$ cat config.mk
export PLATFORM = sky130hd
export DESIGN_NAME = int_ctrl
export DESIGN_NICKNAME = d
export VERILOG_FILES = /design/src/rtl/int_pkg.sv /design/src/rtl/prio_enc.sv /design/src/rtl/int_ctrl.sv
export SDC_FILE = /design/constraint.sdc
export NUM_CORES = 1
export LEC_CHECK = 0
export CAP_MARGIN = 20
export CELL_PAD_IN_SITES_DETAIL_PLACEMENT = 0
export CELL_PAD_IN_SITES_GLOBAL_PLACEMENT = 2
export CORE_UTILIZATION = 26
export CTS_BUF_LIST = sky130_fd_sc_hd__clkbuf_16
export DETAILED_ROUTE_END_ITERATION = 8
export PLACE_DENSITY_LB_ADDON = 0.1
export SYNTH_ARGS = -nofsm -noshare
export SYNTH_HDL_FRONTEND = slang
export SYNTH_SLANG_ARGS = --single-unit
$ cat constraint.sdc
create_clock -name clk -period 2.2 [get_ports clk]
set_clock_uncertainty 0.1 [all_clocks]
set_input_delay 0.44 -clock clk [delete_from_list [all_inputs] [get_ports clk]]
set_output_delay 0.44 -clock clk [all_outputs]
set_load 0.03 [all_outputs]
$ cat src/rtl/int_pkg.sv
// Shared types and defaults for the interrupt controller and related blocks.
package int_pkg;

    typedef enum logic [1:0] {
        IDLE     = 2'd0,
        FLUSH    = 2'd1,
        REDIRECT = 2'd2,
        SERVICE  = 2'd3
    } state_e;

    localparam logic [31:0] VEC_BASE_DEF  = 32'h0000_0100;
    localparam int unsigned VEC_SHIFT_DEF = 2;

    // Index width for n sources; never below one bit.
    function automatic int unsigned idx_w(input int unsigned n);
        return (n > 2) ? $clog2(n) : 1;
    endfunction

endpackage

$ cat src/rtl/prio_enc.sv
// Lowest-set-bit priority encoder; bit 0 has the highest priority.
module prio_enc #(
    parameter int unsigned N = 8,
    parameter int unsigned W = 3
) (
    input  logic [N-1:0] req,
    output logic [W-1:0] idx,
    output logic         found
);

    // Scan downwards so the lowest set bit is the last one written.
    always_comb begin
        idx   = '0;
        found = 1'b0;
        for (int i = int'(N) - 1; i >= 0; i--) begin
            if (req[i]) begin
                idx   = W'(i);
                found = 1'b1;
            end
        end
    end

endmodule

$ cat src/rtl/int_ctrl.sv
// Interrupt controller: edge-detected sticky pending bits, mask/global enable,
// fixed-priority selection, flush handshake, EPC save and fetch redirect.
module int_ctrl
    import int_pkg::*;
#(
    parameter int unsigned          IRQ_NUM   = 8,
    parameter int unsigned          ADDR_W    = 32,
    parameter logic [ADDR_W-1:0]    VEC_BASE  = ADDR_W'(VEC_BASE_DEF),
    parameter int unsigned          VEC_SHIFT = VEC_SHIFT_DEF,
    localparam int unsigned         ID_W      = idx_w(IRQ_NUM)
) (
    input  logic               clk,
    input  logic               rst_n,
    input  logic [IRQ_NUM-1:0] irq_in,
    input  logic               mask_wr,
    input  logic [IRQ_NUM-1:0] mask_data,
    input  logic               gie_wr,
    input  logic               gie_data,
    input  logic               pipe_stall,
    input  logic [ADDR_W-1:0]  cur_pc,
    input  logic               reti,
    output logic               int_ask,
    output logic               int_vec_valid,
    output logic [ADDR_W-1:0]  int_vec,
    output logic [ADDR_W-1:0]  epc,
    output logic [ID_W-1:0]    int_id,
    output logic               in_service
);

    state_e              state_q;
    state_e              state_d;
    logic [IRQ_NUM-1:0]  irq_q;
    logic [IRQ_NUM-1:0]  pending;
    logic [IRQ_NUM-1:0]  mask;
    logic                gie;
    logic [IRQ_NUM-1:0]  elig;
    logic [IRQ_NUM-1:0]  rise;
    logic [IRQ_NUM-1:0]  clr_vec;
    logic [ID_W-1:0]     sel_id;
    logic                sel_found;
    logic                take;
    logic                leave_flush;
    logic [ADDR_W-1:0]   vec_next;

    assign elig     = pending & ~mask;
    assign rise     = irq_in & ~irq_q;
    assign clr_vec  = leave_flush ? (IRQ_NUM'(1) << int_id) : '0;
    assign vec_next = VEC_BASE + (ADDR_W'(int_id) << VEC_SHIFT);

    prio_enc #(
        .N (IRQ_NUM),
        .W (ID_W)
    ) u_prio_enc (
        .req   (elig),
        .idx   (sel_id),
        .found (sel_found)
    );

    always_ff @(posedge clk or negedge rst_n) begin
        if (!rst_n) begin
            state_q <= IDLE;
        end else begin
            state_q <= state_d;
        end
    end

    always_comb begin
        state_d     = state_q;
        take        = 1'b0;
        leave_flush = 1'b0;
        unique case (state_q)
            IDLE: begin
                if (gie && sel_found) begin
                    take    = 1'b1;
                    state_d = FLUSH;
                end
            end
            // The pipeline gives stall priority over the interrupt flush.
            FLUSH: begin
                if (!pipe_stall) begin
                    leave_flush = 1'b1;
                    state_d     = REDIRECT;
                end
            end
            REDIRECT: state_d = SERVICE;
            SERVICE: begin
                if (reti) begin
                    state_d = IDLE;
                end
            end
            default: state_d = IDLE;
        endcase
    end

    // A new edge on the line being cleared wins, keeping it pending.
    always_ff @(posedge clk or negedge rst_n) begin
        if (!rst_n) begin
            irq_q   <= '0;
            pending <= '0;
            mask    <= '1;
            gie     <= 1'b0;
            epc     <= '0;
            int_id  <= '0;
            int_vec <= VEC_BASE;
        end else begin
            irq_q   <= irq_in;
            pending <= (pending & ~clr_vec) | rise;
            if (mask_wr) begin
                mask <= mask_data;
            end
            if (gie_wr) begin
                gie <= gie_data;
            end
            if (take) begin
                int_id <= sel_id;
            end
            if (leave_flush) begin
                epc     <= cur_pc;
                int_vec <= vec_next;
            end
        end
    end

    assign int_ask       = (state_q == FLUSH);
    assign int_vec_valid = (state_q == REDIRECT);
    assign in_service    = (state_q != IDLE);

endmodule

==> results of run 1 <==
-- final cells by class --
class                   instances  area, um^2  share of cell area
repair buffers                 99         997               0.236
flip-flops and latches         65        1640               0.387
well taps                     140         175              0.0414
inverters                      13        48.8              0.0115
multi-input cells             145        1120               0.264
clock inverters                 7        32.5             0.00769
clock buffers                   9         225              0.0532
-- cells in the mapped netlist, types with 4 or more instances --
cell      number
buf_2          4
buf_4         29
inv_1         13
dfrtp_1       57
nand2b_1       5
o21ai_0       18
nor2b_1        8
mux2_2        42
ha_1           5
dfstp_2        8
nand2_1        5
nor2_1         5
-- sequential cells by signal, summed over array words and instances (netlist names) --
| name | count |
|---|---|
| mask | 8 |
| irq_q | 8 |
| int_id | 3 |
| int_vec | 3 |
| gie | 1 |
| epc | 32 |
| pending | 8 |
| state_q | 2 |
-- where the power goes --
| part | internal [uW] | total, uW | leakage, uW | switching, uW |
|---|---|---|---|---|
| logic | 1310 | 2820 | 0.000903 | 1520 |
| registers | 1650 | 1910 | 0.000736 | 262 |
| clock network | 741 | 1240 | 0.000133 | 494 |
| total | 3690 | 5970 | 0.00177 | 2270 |
-- metrics by stage --
step | area (um^2) | util | std cells | hold WS, ns
2_1_floorplan | 3040 | - | 258 | 0.0444
3_3_place_gp | 3980 | 0.364 | 462 | 0.304
3_5_place_dp | 3980 | 0.364 | 462 | 0.312
4_1_cts | 4230 | 0.387 | 478 | 0.0413
5_1_grt | 4230 | 0.387 | 478 | 0.0612
6_report | 4230 | 0.387 | 478 | 0.0305
-- cells in the final DEF (no fill, tap or decap), types with 5 or more instances in the layout --
cell type / n
ha_1: 5
inv_1: 15
clkbuf_16: 9
nand2b_1: 5
dfrtp_1: 57
clkdlybuf4s50_1: 91
nor2_1: 5
dfstp_2: 8
nand2_1: 5
mux2_2: 42
conb_1: 29
o21ai_0: 18
nor2b_1: 7
-- routing by layer --
metal	vias to the layer above	share of wire
met5	-	0
met4	0	0.0061
met3	7	0.11
met2	72	0.47
met1	962	0.42
li1	941	-
-- worst max path at each step --
stage	from	end	cells past startpoint
5_1_grt	int_id[0]	int_id[0]	1
6_report	int_id[0]	int_id[0]	1
3_5_place_dp	pipe_stall	state_q[1]	5
3_3_place_gp	pipe_stall	state_q[0]	5
2_1_floorplan	state_q[1]	epc[14]	6
4_1_cts	int_id[0]	int_id[0]	1
-- logic make-up (layout without fill, tap and decap cells) --
| group | Yosys count | after routing | synth area share |
|---|---|---|---|
| DFF | 65 | 65 | 0.557 |
| muxes | 43 | 43 | 0.166 |
| and+or+nand+nor | 37 | 37 | 0.0788 |
| buffers and inverters | 48 | 128 | 0.100 |
| AOI/OAI and AO/OA | 31 | 31 | 0.0741 |
| other | 2 | 29 | 0.00256 |
| adders and majority gates | 5 | 5 | 0.0213 |
==> reports/metrics.csv, run 1 <==
stage,metric,value,unit
setup_path,critical path required time,1.66,ns
timing,f_max,0.478,GHz
floorplan,Die Wd,108,um
global_route,GRT Overall Usage,0.120,
pwr,maximum VDD drop,0.597,mV
drt,Routed WL,6570,um
synthesis,syn_area_per_cell,12.7,um^2
global_route,vias in the first global route,2143,
cells_and_area,layout cells sized above 1,0.240,
timing,"Slew Viols, Final",0,
placement,Buffers on Ports,95,
setup_path,CP max stage delay,0.73,ns
synthesis,YS warnings,0,
global_route,maximum number of pins on one net before global-route repair,66,
timing,worst-margin pin slew,0.516,ns
placement,dpl hpwl,4670,um
clocking,CTS tree,done,
synthesis,Yosys reg bits,65,
timing,Worst Slack Setup Final,0.106,ns
timing,relative slew slack,0.656,
setup_path,crit path cell chain,clkdlybuf4s50_1,
synthesis,"Distinct cells, synth",36,
setup_path,Worst Setup Path Type,reg2out,
clocking,H-tree Lvls,3,
drt,DRT Pass-1 Iters,4,
clocking,clock root buffer,clkbuf_16,
setup_path,CP Launch Type,flop,
synthesis,main flop type after synthesis,dfrtp_1,
global_route,GR met2 Demand/Resource,0.188,
setup_path,FF-to-FF path depth,6,
timing,final setup TNS,0,ns
setup_path,RR Endpoint,state_q[1],
setup_path,CP top delay family,buffers and inverters,
clocking,post-CTS sizing,3,
cells_and_area,Layout fillers,1096,
floorplan,Core Rows,38,
run,max-cap violation count,0,
setup_path,Worst EP arrival,1.55,ns
setup_path,R2R Setup Slk,0.32,ns
setup_path,CP max FO,8,
floorplan,Die ar.,11700,um^2
synthesis,Syn Inst Count,231,
synthesis,Synth top area share,0.486,
drt,routed vias,1982,
drt,Avg WL per Cell,13.7,um
synthesis,Synth Cell Area,2940,um^2
pwr,Pwr Density,1410,nW/um^2
drt,drt drc,0,
global_route,grt peak-use layer,met2,
setup_path,CP max-delay cell,clkdlybuf4s50_1,
pwr,Static Leak,0.00177,uW
floorplan,die height,108,um
synthesis,ranking of synthesized cells by area,"dfrtp_1 (49%), mux2_2 (16%), buf_4 (7.4%)",
global_route,grt met3 use,0.0621,
synthesis,"Async S/R FF share, synth",1.00,
clocking,"Reg clk slew, reported paths",0.06,ns
timing,fin crit period,2.09,ns
global_route,first-pass GRT wire length,10500,um
timing,Final Hold Fails,0,
global_route,antenna violations before repair,0,
timing,RSZ-0062 raised after global routing,false,
setup_path,Setup crit end kind,output port,
timing,period utilisation layout,0.952,
run_status,status,"finished, final reports clean",
hold_path,Hold/Removal Path Class,in2async,
synthesis,largest area contributor in the synthesized netlist,dfrtp_1,
cells_and_area,final net count,393,
clocking,"Hold-fix buffers, CTS",0,
synthesis,"Seq/Total Area, Yosys",0.557,
setup_path,WP buf/inv,1,
clocking,CTS Buffer Depth,2,
floorplan,Boundary Pins,125,
clocking,Sink Count,65,
drt,DR vias/cell,4.15,
global_route,GR Overflow Total,0,
floorplan,Initial Utilization,0.269,
setup_path,worst r2r src,state_q[1],
clocking,clk_lat worst skew,0.32,ns
clocking,CTS Buf Count,9,
placement,Placer Congestion,0.740,
synthesis,Post-synth EDFFs,0,
pwr,total power,5970,uW
floorplan,Core Region,10900,um^2
cells_and_area,total inserted antenna cells,0,
timing,# setup viols final,0,
clocking,setup repair bufs after CTS,0,
drt,"antenna viol nets, final",0,
drt,DR iter-0 viols,46,
cells_and_area,area delta synth->final,44.0,%
placement,Setup WS pre-CTS,0.145,ns
global_route,met1 Track Usage GR,0.141,
Note: power is estimated with default switching activity, not from simulation.
==> inputs of run 2 (changes only) <==
--- a/config.mk
+++ b/config.mk
@@ -12,6 +12,7 @@
 export CTS_BUF_LIST = sky130_fd_sc_hd__clkbuf_16
 export DETAILED_ROUTE_END_ITERATION = 8
 export PLACE_DENSITY_LB_ADDON = 0.1
+export SLEW_MARGIN = 5
 export SYNTH_ARGS = -nofsm -noshare
 export SYNTH_HDL_FRONTEND = slang
 export SYNTH_SLANG_ARGS = --single-unit
==> results of run 2 <==
Final layout, timing and power as in run 1 (identical DEF).
==> inputs of run 3 (changes only) <==
==> constraint.sdc (replaced) <==
create_clock -name clk -period 2.2 [get_ports clk]
set_clock_uncertainty 0.1 [all_clocks]
set_input_delay 0.55 -clock clk [delete_from_list [all_inputs] [get_ports clk]]
set_output_delay 0.55 -clock clk [all_outputs]
set_load 0.03 [all_outputs]
==> reports/metrics.csv, run 3 (synthesized netlist as in run 1, its figures left out) <==
stage,metric,value,unit,change
drt,Avg WL per Cell,13.8,um,+0.41%
setup_path,Worst Setup Path Type,reg2out,,
clocking,CTS Buffer Depth,2,,unchanged
pwr,Pwr Density,1410,nW/um^2,+0.28%
floorplan,Core Region,10900,um^2,unchanged
drt,DR vias/cell,4.14,,-0.15%
cells_and_area,Layout fillers,1128,,+2.9%
run_status,status,"finished, final reports clean",,
timing,f_max,0.480,GHz,+0.51%
cells_and_area,Biggest register,epc,,
cells_and_area,Layout Cells excl Fill,478,,unchanged
setup_path,Setup crit end kind,output port,,
drt,"antenna viol nets, final",0,,unchanged
cells_and_area,final net count,394,,+0.25%
floorplan,Initial Utilization,0.269,,unchanged
cells_and_area,layout cells sized above 1,0.249,,+0.00888
global_route,GR Overflow Total,0,,unchanged
timing,relative slew slack,0.658,,+0.00164
floorplan,Die Wd,108,um,unchanged
timing,worst-margin pin slew,0.513,ns,-0.00246 ns
pwr,combinational share of power,0.480,,+0.007
timing,fin crit period,2.08,ns,-0.0107 ns
global_route,GRT Overall Usage,0.122,,+0.00174
clocking,"Reg clk slew, reported paths",0.06,ns,about the same
timing,Final Hold Fails,0,,unchanged
pwr,total power,5980,uW,+0.28%
drt,Routed WL,6600,um,+0.41%
pwr,Static Leak,0.00176,uW,-0.35%
global_route,antenna violations before repair,0,,unchanged
setup_path,critical path required time,1.55,ns,-0.11 ns
setup_path,Worst EP arrival,1.43,ns,-0.12 ns
pwr,maximum VDD drop,0.613,mV,+2.6%
cells_and_area,max reg flops,32,,unchanged
clocking,CTS Buf Count,9,,unchanged
pwr,sw power,2270,uW,about the same
cells_and_area,total inserted antenna cells,0,,unchanged
pwr,sequential share of power,0.314,,-0.006
run,max-cap violation count,0,,unchanged
global_route,vias in the first global route,2106,,-1.7%
clocking,Sink Count,65,,unchanged
placement,Placer Congestion,0.722,,-2.4%
global_route,maximum number of pins on one net before global-route repair,66,,unchanged
placement,dpl hpwl,4630,um,-0.86%
pwr,clock power share,0.206,,about the same
global_route,first-pass GRT wire length,10500,um,about the same
setup_path,CP max FO,4,,-4
timing,period utilisation layout,0.947,,-0.00485
cells_and_area,area delta synth->final,44.0,%,unchanged
drt,routed vias,1979,,-0.15%
cells_and_area,"commonest cells after routing, fill and taps aside","clkdlybuf4s50_1 (91), dfrtp_1 (57), mux2_2 (42), conb_1 (29), o21ai_0 (18)",,
placement,dpl cells,463,,+0.22%
floorplan,die height,108,um,unchanged
drt,DR iter-0 viols,38,,-17%
floorplan,Die ar.,11700,um^2,unchanged
floorplan,Boundary Pins,125,,unchanged
clocking,clk_lat worst skew,0.32,ns,about the same
setup_path,CP Launch Type,flop,,
pwr,Sw Share,0.380,,-0.000923
drt,DRT Pass-1 Iters,4,,unchanged
clocking,H-tree Lvls,3,,unchanged
hold_path,Hold/Removal Path Class,in2async,,
drt,drt drc,0,,unchanged
cells_and_area,"most common cell after layout, fill and taps aside",clkdlybuf4s50_1,,
floorplan,Core Rows,38,,unchanged
pwr,Pint,3710,uW,+0.42%
timing,Min Hold Slack,0.136,ns,+0.106 ns
timing,"Slew Viols, Final",0,,unchanged
clocking,CTS tree,done,,
placement,Buffers on Ports,95,,unchanged
timing,final setup TNS,0,ns,unchanged
clocking,clock root buffer,clkbuf_16,,
timing,# setup viols final,0,,unchanged
timing,RSZ-0062 raised after global routing,false,,
-- run 3: power groups by stage --
| stage | logic (uW) | registers (uW) | clock network, uW |
|---|---|---|---|
| finish | 2870 | 1880 | 1230 |
| global route | 3070 | 1950 | 1330 |
| CTS | 2920 | 1890 | 1290 |
| detailed placement | 2920 | 1890 | 0 |
| global placement | 2920 | 1880 | 0 |
| floorplan | 1040 | 2610 | 0 |
-- run 3: worst max-delay path: stages, from the launching register on --
cell	delay (ns)
dfrtp_1	0.37
inv_1	0.12
ha_1	0.21
dlygate4sd2_1	0.42
-- run 3: final cells by class --
cell class / instances / area, um^2 / share of cell area
Sequential cell: 65 / 1640 / 0.387
Inverter: 13 / 48.8 / 0.0115
Timing Repair Buffer: 100 / 1000 / 0.236
Tap cell: 140 / 175 / 0.0414
Clock buffer: 9 / 225 / 0.0532
Multi-Input combinational cell: 145 / 1120 / 0.264
Clock inverter: 6 / 27.5 / 0.00651
-- run 3: per-stage QoR --
step	cell area, um^2	setup WS, ns	utilization
4_1_cts	4230	0.0249	0.387
6_report	4230	0.117	0.387
5_1_grt	4230	0.0294	0.387
2_1_floorplan	3040	0.203	-
3_5_place_dp	3980	0.0245	0.364
3_3_place_gp	3980	0.0603	0.364
-- run 3: path summary, 6_finish.rpt --
| path | from | endpoint | slack, ns | depth (start not counted) |
|---|---|---|---|---|
| setup / recovery | state_q[1] | int_ask | 0.12 | 3 |
| hold / removal | rst_n | epc[4] | 0.14 | 2 |
| setup reg to reg | mask[6] | int_id[0] | 0.40 | 4 |
| hold reg to reg | irq_q[1] | pending[1] | 0.31 | 1 |
| max in group asynchronous | rst_n | mask[4] | 1.53 | 2 |
| min in group clk | irq_q[1] | pending[1] | 0.31 | 1 |
-- run 3: repair_timing --
action	CTS	global route
gates resized for setup	2	3
setup buffers	0	0
hold buffers	0	0
pin swaps	0	0
setup endpoints to repair	2	2
-- run 3: metal layers --
metal	global-route usage	up-vias	part of all wire
met4	0.0405	0	0.0079
met3	0.0699	6	0.11
met1	0.136	960	0.41
li1	-	937	-
met5	0	-	0
met2	0.194	76	0.48
